**config.mk**
```make
export PLATFORM = sky130hd
export DESIGN_NAME = gesture_lock_fsm
export DESIGN_NICKNAME = d
export VERILOG_FILES = /design/src/rtl/gesture_lock_pkg.sv /design/src/rtl/gesture_lock_tick_gen.sv /design/src/rtl/gesture_lock_fsm.sv
export SDC_FILE = /design/constraint.sdc
export NUM_CORES = 1
export LEC_CHECK = 0
export CELL_PAD_IN_SITES_DETAIL_PLACEMENT = 1
export CELL_PAD_IN_SITES_GLOBAL_PLACEMENT = 2
export CORE_UTILIZATION = 40
export CTS_CLUSTER_SIZE = 24
export DETAILED_ROUTE_END_ITERATION = 8
export PLACE_DENSITY_LB_ADDON = 0.08
export SYNTH_ARGS = -nofsm -noshare
export SYNTH_HDL_FRONTEND = slang
export SYNTH_HIERARCHICAL = 1
export SYNTH_SLANG_ARGS = --single-unit
```
**constraint.sdc**
```tcl
create_clock -name clk -period 2.89 [get_ports clk]
set_input_delay 0.4335 -clock clk [delete_from_list [all_inputs] [get_ports clk]]
set_output_delay 0.4335 -clock clk [all_outputs]
set_load 0.005 [all_outputs]
```
**src/rtl/gesture_lock_pkg.sv**
```systemverilog
// rtl/gesture_lock_pkg.sv - shared types and constants for the gesture lock
//
// Purpose : FSM state enum, hand-sensor codes and a small elaboration helper.
// Ports   : none (package).
// Config  : none here; GESTURE_LOCK_TIMEOUT_EN is consumed by gesture_lock_fsm.

package gesture_lock_pkg;

  typedef enum logic [2:0] {
    IDLE,
    MATCH,
    ARM,
    OPEN,
    FAIL
  } state_t;

  localparam logic [1:0] HAND_NONE = 2'b00;
  localparam logic [1:0] HAND_L    = 2'b01;
  localparam logic [1:0] HAND_R    = 2'b10;
  localparam logic [1:0] HAND_BOTH = 2'b11;

  function automatic int max_int(input int a, input int b);
    return (a > b) ? a : b;
  endfunction

endpackage

```
**src/rtl/gesture_lock_tick_gen.sv**
```systemverilog
// rtl/gesture_lock_tick_gen.sv - single-cycle tick enable every CLK_HZ/TICK_HZ clocks
//
// Purpose : free-running divider producing a one-clk enable; no derived clock.
// Ports   : clk   - system clock
//           reset - asynchronous active-high reset
//           tick  - registered one-cycle enable, period CLK_HZ/TICK_HZ (>= 2)

module tick_gen #(
  parameter int CLK_HZ  = 100_000_000,
  parameter int TICK_HZ = 100
) (
  input  logic clk,
  input  logic reset,
  output logic tick
);

  localparam int DIV = CLK_HZ / TICK_HZ;
  localparam int CW  = (DIV > 1) ? $clog2(DIV) : 1;
  localparam logic [CW-1:0] LAST = CW'(DIV - 1);

  logic [CW-1:0] cnt;

  always_ff @(posedge clk or posedge reset) begin
    if (reset) begin
      cnt  <= '0;
      tick <= 1'b0;
    end else if (cnt == LAST) begin
      cnt  <= '0;
      tick <= 1'b1;
    end else begin
      cnt  <= cnt + CW'(1);
      tick <= 1'b0;
    end
  end

endmodule

```
**src/rtl/gesture_lock_fsm.sv**
```systemverilog
// rtl/gesture_lock_fsm.sv - gesture-sequence lock with debounced hand sensor
//
// Purpose : synchronise and debounce a 2-bit hand sensor, match it against
//           PATTERN, then run ARM -> OPEN (unlock) or FAIL timed phases.
// Ports   : clk    - system clock
//           reset  - asynchronous active-high reset
//           hand   - raw 2-bit hand sensor (asynchronous)
//           r, g   - red / green LEDs (registered)
//           unlock - one-clk pulse on entry to OPEN (registered)
//           step   - index of next expected pattern step (registered)
// Config  : `define GESTURE_LOCK_TIMEOUT_EN adds a STEP_TIMEOUT_TICKS limit
//           between accepted steps while in MATCH.

module gesture_lock_fsm
  import gesture_lock_pkg::*;
#(
  parameter int                   CLK_HZ             = 100_000_000,
  parameter int                   TICK_HZ            = 100,
  parameter int                   SEQ_LEN            = 4,
  parameter logic [2*SEQ_LEN-1:0] PATTERN            = 8'b00_11_01_11,
  parameter int                   DEBOUNCE_TICKS     = 2,
  parameter int                   ARM_TICKS          = 50,
  parameter int                   OPEN_TICKS         = 300,
  parameter int                   FAIL_TICKS         = 100,
  parameter int                   STEP_TIMEOUT_TICKS = 500
) (
  input  logic       clk,
  input  logic       reset,
  input  logic [1:0] hand,
  output logic       r,
  output logic       g,
  output logic       unlock,
  output logic [2:0] step
);

  localparam int MAX_TICKS = max_int(max_int(max_int(DEBOUNCE_TICKS, ARM_TICKS),
                                             max_int(OPEN_TICKS, FAIL_TICKS)),
                                     STEP_TIMEOUT_TICKS);
  localparam int CNT_W = $clog2(MAX_TICKS) + 1;

  localparam logic [CNT_W-1:0] DEB_N     = CNT_W'(DEBOUNCE_TICKS);
  localparam logic [CNT_W-1:0] ARM_LAST  = CNT_W'(ARM_TICKS - 1);
  localparam logic [CNT_W-1:0] OPEN_LAST = CNT_W'(OPEN_TICKS - 1);
  localparam logic [CNT_W-1:0] FAIL_LAST = CNT_W'(FAIL_TICKS - 1);
`ifdef GESTURE_LOCK_TIMEOUT_EN
  localparam logic [CNT_W-1:0] TO_LAST   = CNT_W'(STEP_TIMEOUT_TICKS - 1);
`endif
  localparam logic [2:0] LAST_STEP = 3'(SEQ_LEN - 1);

  logic tick;

  tick_gen #(
    .CLK_HZ (CLK_HZ),
    .TICK_HZ(TICK_HZ)
  ) u_tick (
    .clk  (clk),
    .reset(reset),
    .tick (tick)
  );

  // Synchroniser and tick-sampled debounce.
  logic [1:0]       sync1, sync2, dh, last_smp;
  logic [CNT_W-1:0] stable_cnt, stable_nxt;
  logic             hand_evt;
  logic [1:0]       exp_hand;

  // The event is raised in the same cycle as the accepting tick, so the FSM
  // sees the new value (sync2) together with that tick.
  always_comb begin
    stable_nxt = stable_cnt;
    if (sync2 != last_smp) begin
      stable_nxt = CNT_W'(1);
    end else if (stable_cnt < DEB_N) begin
      stable_nxt = stable_cnt + CNT_W'(1);
    end
    hand_evt = tick && (stable_nxt >= DEB_N) && (sync2 != dh);
  end

  assign exp_hand = PATTERN[2*step +: 2];

  always_ff @(posedge clk or posedge reset) begin
    if (reset) begin
      sync1      <= HAND_NONE;
      sync2      <= HAND_NONE;
      last_smp   <= HAND_NONE;
      dh         <= HAND_NONE;
      stable_cnt <= '0;
    end else begin
      sync1 <= hand;
      sync2 <= sync1;
      if (tick) begin
        last_smp   <= sync2;
        stable_cnt <= stable_nxt;
      end
      if (hand_evt) begin
        dh <= sync2;
      end
    end
  end

  state_t           state;
  logic [CNT_W-1:0] phase_cnt;

  // In IDLE/MATCH an event wins over any tick-driven action; in the timed
  // phases events are ignored, so at most one transition happens per clk.
  always_ff @(posedge clk or posedge reset) begin
    if (reset) begin
      state     <= IDLE;
      step      <= 3'd0;
      r         <= 1'b1;
      g         <= 1'b0;
      unlock    <= 1'b0;
      phase_cnt <= '0;
    end else begin
      unlock <= 1'b0;
      unique case (state)
        IDLE: begin
          if (hand_evt && sync2 == PATTERN[1:0]) begin
            state     <= MATCH;
            step      <= 3'd1;
            r         <= 1'b0;
            phase_cnt <= '0;
          end
        end
        MATCH: begin
          if (hand_evt) begin
            phase_cnt <= '0;
            if (sync2 == exp_hand) begin
              if (step == LAST_STEP) begin
                state <= ARM;
                r     <= 1'b1;
              end else begin
                step <= step + 3'd1;
              end
            end else begin
              state <= FAIL;
              r     <= 1'b1;
            end
          end
`ifdef GESTURE_LOCK_TIMEOUT_EN
          else if (tick) begin
            if (phase_cnt == TO_LAST) begin
              state     <= FAIL;
              r         <= 1'b1;
              phase_cnt <= '0;
            end else begin
              phase_cnt <= phase_cnt + CNT_W'(1);
            end
          end
`endif
        end
        ARM: begin
          if (tick) begin
            if (phase_cnt == ARM_LAST) begin
              state     <= OPEN;
              r         <= 1'b0;
              g         <= 1'b1;
              unlock    <= 1'b1;
              phase_cnt <= '0;
            end else begin
              phase_cnt <= phase_cnt + CNT_W'(1);
            end
          end
        end
        OPEN: begin
          if (tick) begin
            if (phase_cnt == OPEN_LAST) begin
              state     <= IDLE;
              r         <= 1'b1;
              g         <= 1'b0;
              step      <= 3'd0;
              phase_cnt <= '0;
            end else begin
              phase_cnt <= phase_cnt + CNT_W'(1);
            end
          end
        end
        FAIL: begin
          if (tick) begin
            if (phase_cnt == FAIL_LAST) begin
              state     <= IDLE;
              r         <= 1'b1;
              step      <= 3'd0;
              phase_cnt <= '0;
            end else begin
              r         <= ~r;
              phase_cnt <= phase_cnt + CNT_W'(1);
            end
          end
        end
        default: begin
          state     <= IDLE;
          step      <= 3'd0;
          r         <= 1'b1;
          g         <= 1'b0;
          phase_cnt <= '0;
        end
      endcase
    end
  end

endmodule

```
### After elaboration in Yosys (flattened, before gate mapping)

Cells that the tools add are included.

| operators by class | value |
|---|---|
| shifts and indexed selects | 1 |
| mux-type cells | 47 |
| equality and inequality tests | 24 |
| reductions and logical operators | 10 |
| bitwise operators | 3 |
| add/subtract/negate cells | 4 |
| magnitude comparators | 2 |

Operators with widths:

| cell | number |
|---|---|
| $mux 10 | 10 |
| $pmux 10 s5 | 1 |
| $mux 3 | 13 |
| $pmux 3 s5 | 2 |
| $add 10x1->10 const B | 2 |
| $add 20x1->20 const B | 1 |
| $eq 20x20->1 const B | 1 |
| $mux 20 | 1 |
| $mux 1 | 18 |
| $reduce_and 9->1 | 2 |
| $ne 2x2->1 const B | 7 |
| $eq 10x6->1 const B | 1 |
| $eq 10x7->1 const B | 1 |
| $eq 10x9->1 const B | 1 |
| $ge 10x2->1 const B | 1 |
| $lt 10x2->1 const B | 1 |
| $reduce_and 5->1 | 2 |
| $eq 3x2->1 const B | 3 |
| $reduce_and 8->1 | 1 |
| $shiftx 8x5->2 const A | 1 |
| $ne 2x1->1 const B | 3 |
| $pmux 1 s5 | 1 |
| $ne 2x2->1 | 2 |
| $add 3x1->3 const B | 1 |
| other kinds (10) | 14 |

| word-level totals | value |
|---|---|
| word-level logic and storage cells | 104 |
| bits in registers | 58 |
| output and inout bits | 6 |
| bits of input ports | 4 |

### Longest topological paths before layout

| logic depth | value |
|---|---|
| depth after elaboration | 9 |
| mapped depth | 9 |
| gate-level depth less buffers | 8 |

### Modules after synthesis

Netlist, hierarchy kept.

Modules (own cells, without submodules):

| module | area an instance (um2) | cells each | seq. area each (um2) | instances |
|---|---|---|---|---|
| gesture_lock_fsm | 1970.6 | 197 | 927.1 | 1 |
| tick_gen | 994.7 | 97 | 525.5 | 1 |

### Least setup slack after synthesis

No wires, ideal clock.

| path | value |
|---|---|
| path type | flip-flop to flip-flop |
| from | register stable_cnt[0] |
| to | register phase_cnt[0] |
| path buffers | 2 |
| library setup time | 0.125 ns |
| path slack | 0.716 ns |
| cell stages (with the launch flop) | 10 |
| data required time | 2.765 ns |
| clock period less this slack | 2.174 ns |
| arrival time | 2.049 ns |
| path through | dfrtp_1 > ha_1 > or2_2 > nor4bb_1 > or2_1 > buf_6 > a211o_1 > buf_6 > nor2_1 > mux2_2 |

| on the way | value |
|---|---|
| cells in the longest elaborated chain, start to end | 9 |
| elaborated cells between the ends (all ways) | 11 |

Ends and longest elaborated chain:

| item | line | text |
|---|---|---|
| start: declaration | gesture_lock_fsm.sv:63 | `logic [CNT_W-1:0] stable_cnt, stable_nxt;` |
| start signal: assignment | gesture_lock_fsm.sv:93 | `stable_cnt <= stable_nxt;` |
| $add 10x1->10 / $lt 10x2->1 (equally long branches) | gesture_lock_fsm.sv:74, gesture_lock_fsm.sv:73 |  |
| $mux 10 (*) | gesture_lock_fsm.sv:73 | `end else if (stable_cnt < DEB_N) begin` |
| $mux 10 (*) | gesture_lock_fsm.sv:71 | `if (sync2 != last_smp) begin` |
| $ge 10x2->1 (*) | gesture_lock_fsm.sv:76 | `hand_evt = tick && (stable_nxt >= DEB_N) && (sync2 != dh);` |
| $logic_and 1x1->1 (*) (2 in a row) | gesture_lock_fsm.sv:76 |  |
| $logic_and 1x1->1 | gesture_lock_fsm.sv:118 | `if (hand_evt && sync2 == PATTERN[1:0]) begin` |
| $ne 2x2->1 (no source line) | n/a |  |
| $reduce_and 5->1 (no source line) (*) | n/a |  |
| end signal: assignment | gesture_lock_fsm.sv:161 | `phase_cnt <= phase_cnt + CNT_W'(1);` |
| end signal: assignment | gesture_lock_fsm.sv:174 | `phase_cnt <= phase_cnt + CNT_W'(1);` |
| end signal: assignment | gesture_lock_fsm.sv:187 | `phase_cnt <= phase_cnt + CNT_W'(1);` |
| end: declaration | gesture_lock_fsm.sv:102 | `logic [CNT_W-1:0] phase_cnt;` |

Every way passes the cells marked *; elsewhere a longest branch is shown, timed or not.
A chain may end at the register's enable or synchronous reset.

### Worst setup path in the final report

Same ends and word-level chain as after synthesis.

==> run_results.csv <==
group,metric,value,unit
route,routed_wl,6540,um
power,switching_share,24.1,%
logic_synthesis,synth-seq-cells,58,
worst_setup_path,endpoint_kind,"flip-flop",
global_route,track_usage,19.0,%
worst_setup_path,ff2ff_path_depth,7,
sta,grt_setup_unrepaired,"false",
route,viasPerCell,5.30,
route,drc_errors,0,
die,rows,31,
global_route,grt_pass1_vias,2188,
route,dr.pass1.iters,4,
route,drt_iter0_markers,77,
placement,place_area,0.00315,mm2
cts,cts_setup_buffers,0,
cts,clk_pin_slew_worst_paths,80,ps
global_route,grt_max_degree,38,
logic_synthesis,yosysTopAreaCell,"dfrtp_1",
cts,cts-htree-levels,3,
cts,cts_tree,"yes",
outcome,status,"finished, final reports clean",
sta,finClkSkew,5.97,ps
layout,final_cell_area,0.00335,mm2
logic_synthesis,syn_inst,294,
cts,insertion_delay,330,ps
sta,drv_slew,0,
layout,diodes,0,
power,leakage,1.49,nW
logic_synthesis,syn_nets,307,
logic_synthesis,yosys.cell_count.top_type,"dfrtp_1",
power,clockPowerShare,47.6,%
worst_setup_path,cp.arrival,2820,ps
worst_setup_path,worstPathRequired,3110,ps
placement,gp_congestion,0.845,
placement,portBuffers,9,
logic_synthesis,syn_area,0.00297,mm2
route,via_count,2189,
global_route,antenna_found_initial,0,
power,pwr-share-comb,1.8,%
logic_synthesis,synth_area_per_cell,10.1,um2
logic_synthesis,synthFlopType,"dfrtp_1",
cts,cts_buffers,9,
logic_synthesis,yosysTopAreaCellShare,48.1,%
logic_synthesis,yosysSeqAreaShare,49.0,%
sta,fmax,0.386,GHz
layout,seq_area,0.00145,mm2
die,initial_core_util,41.1,%
global_route,grt_overflow,0,
logic_synthesis,synth_commonest_cells,"57 x dfrtp_1, 26 x nor2_1, 23 x nand2_1",
cts,cts_resized,0,
power,p_int,0.00123,W
die,die_w,88.1,um
placement,dp_hpwl,4610,um
worst_setup_path,setup.worst_path.start_class,"flip-flop",
logic_synthesis,synth-edff-count,0,
power,netSwitchingPower,0.000390,W
route,wl_per_cell,15.8,um
power,ir_drop,376,uV
hold_path,hold_path_class,"reg -> reg",
layout,nNetsFinal,322,
hold_path,hold_path_depth,0,
sta,tns,0,ps
sta,setup_viol,0,
die,dieArea,0.00776,mm2
layout,multi_input_area,0.00138,mm2
power,seq_power_share,50.6,%
die,die_y,88.1,um
sta,fin_crit_sh,89.7,%
logic_synthesis,synth.area.top_cells,"dfrtp_1 48%, ha_1 3.8%, nor2_1 3.3%, xnor2_1 3.2%, nand2_1 2.9%",
die,core_area,0.00721,mm2
sta,worst_pin_slew,818,ps
global_route,grt_first_pass_wirelength,11100,um
sta,relSlewSlack,45.4,%
layout,area_growth_syn_to_layout,13.0,%
sta,min_period,2590,ps
run,maxCapViolCount,0,
worst_setup_path,crit_fanout,9,
logic_synthesis,synth_warnings,6,
worst_setup_path,crit_type,"reg -> reg",
logic_synthesis,async_reset_ff_share,100,%
logic_synthesis,yosysUniqueCellTypes,54,
cts,clockBufferDepth,2,
sta,hold_viol,0,
layout,drive_gt1_share,12.4,%
power,powerDensity,482,mW/mm2
layout,fillers,828,
route,drtAntennaViolNets,0,
die,ioPinCount,10,
cts,cts_sinks,58,
cts,cts_root_buffer,"clkbuf_8",
cts,cts-hold-fix-buffers,0,
-- final cells by class --
| cell class | count | area share, % |
|---|---|---|
| Sequential cell | 58 | 43.3 |
| Tap cell | 99 | 3.70 |
| Clock inverter | 7 | 2.35 |
| Inverter | 15 | 1.68 |
| Timing Repair Buffer | 15 | 4.03 |
| Clock buffer | 9 | 3.70 |
| Multi-Input combinational cell | 210 | 41.2 |
-- logic make-up after synthesis --
group,count (synthesis),share of synthesized area (%)
muxes,11,4.01
and+or+nand+nor,120,21.9
adders and majority gates,9,3.80
AOI/OAI and AO/OA,51,11.3
xor gates and xnor gates,19,5.61
buffers and inverters,26,4.43
DFF,58,49.0
-- through the flow --
step / total power, W / util (%) / worst slack [ps] / hold slack [ps] / instances
after CTS: 0.00164 / 46.5 / 323 / 355 / 413
after global routing: 0.00168 / 46.5 / 108 / 355 / 413
after floorplan: 0.000852 / - / 716 / 331 / 294
after detailed placement: 0.000864 / 43.7 / 336 / 336 / 397
final: 0.00161 / 46.5 / 298 / 351 / 413
after global placement: 0.000864 / 43.7 / 434 / 332 / 397
-- state kept, by name, summed over array words and instances, names as in the netlist, 3 cells and up --
signal / count
step: 3
phase_cnt: 10
u_tick/cnt: 20
stable_cnt: 10
state: 3
-- cells in the final DEF (no fill, tap or decap), types with 2 or more instances in the layout --
master           count
dfrtp_1             57
nor2_1              26
nand2_1             23
inv_1               15
o21ai_0             13
nand3_1             13
a21oi_1             13
xnor2_1             11
ha_1                 9
clkbuf_8             9
clkdlybuf4s50_1      9
xor2_1               8
and2_1               8
mux2_2               7
nand4_1              7
nor4_1               6
a22o_1               6
buf_4                6
o31ai_1              5
nor2b_1              4
and3_1               4
or4_1                4
mux2i_1              4
nor3_1               3
clkinvlp_4           3
or2_2                2
nor4bb_1             2
o2111ai_1            2
or3_2                2
nand2b_1             2
or3_1                2
nand3b_1             2
nor4b_1              2
a211oi_1             2
clkinv_4             2
-- power by group through the flow --
| stage | clock network [W] | registers [W] | logic, W |
|---|---|---|---|
| after floorplan | 0 | 0.000831 | 0.0000210 |
| after global placement | 0 | 0.000833 | 0.0000307 |
| after detailed placement | 0 | 0.000834 | 0.0000306 |
| after CTS | 0.000789 | 0.000818 | 0.0000307 |
| after global routing | 0.000827 | 0.000818 | 0.0000343 |
| final | 0.000768 | 0.000818 | 0.0000292 |
-- critical path: stages (launching register included) --
cell and delay (ps):
dfrtp_1 400, ha_1 310, or2_2 290, nor4bb_1 390, or2_1 270, a211o_1 320
nor2_1 200, mux2_2 310
-- worst paths after layout --
| kind | start | to | slack (ps) |
|---|---|---|---|
| max | stable_cnt[0]$_DFFE_PP0P_ | phase_cnt[0]$_DFFE_PP0P_ | 300 |
| min | sync1[0]$_DFF_PP0_ | sync2[0]$_DFF_PP0_ | 350 |
| max reg2reg | stable_cnt[0]$_DFFE_PP0P_ | phase_cnt[0]$_DFFE_PP0P_ | 300 |
| min reg2reg | sync1[0]$_DFF_PP0_ | sync2[0]$_DFF_PP0_ | 350 |
| max in group asynchronous | reset | u_tick/cnt[7]$_DFF_PP0_ | 1790 |
| min in group asynchronous | reset | stable_cnt[9]$_DFFE_PP0P_ | 540 |
-- routing by layer --
layer	global-route usage [%]	wire length, um	vias up
li1	-	-	1076
met1	26.2	3210	1086
met2	29.7	3110	19
met3	3.68	128	8
met4	7.04	83	0
met5	0	0	-
(Power assumes the default switching activity.)
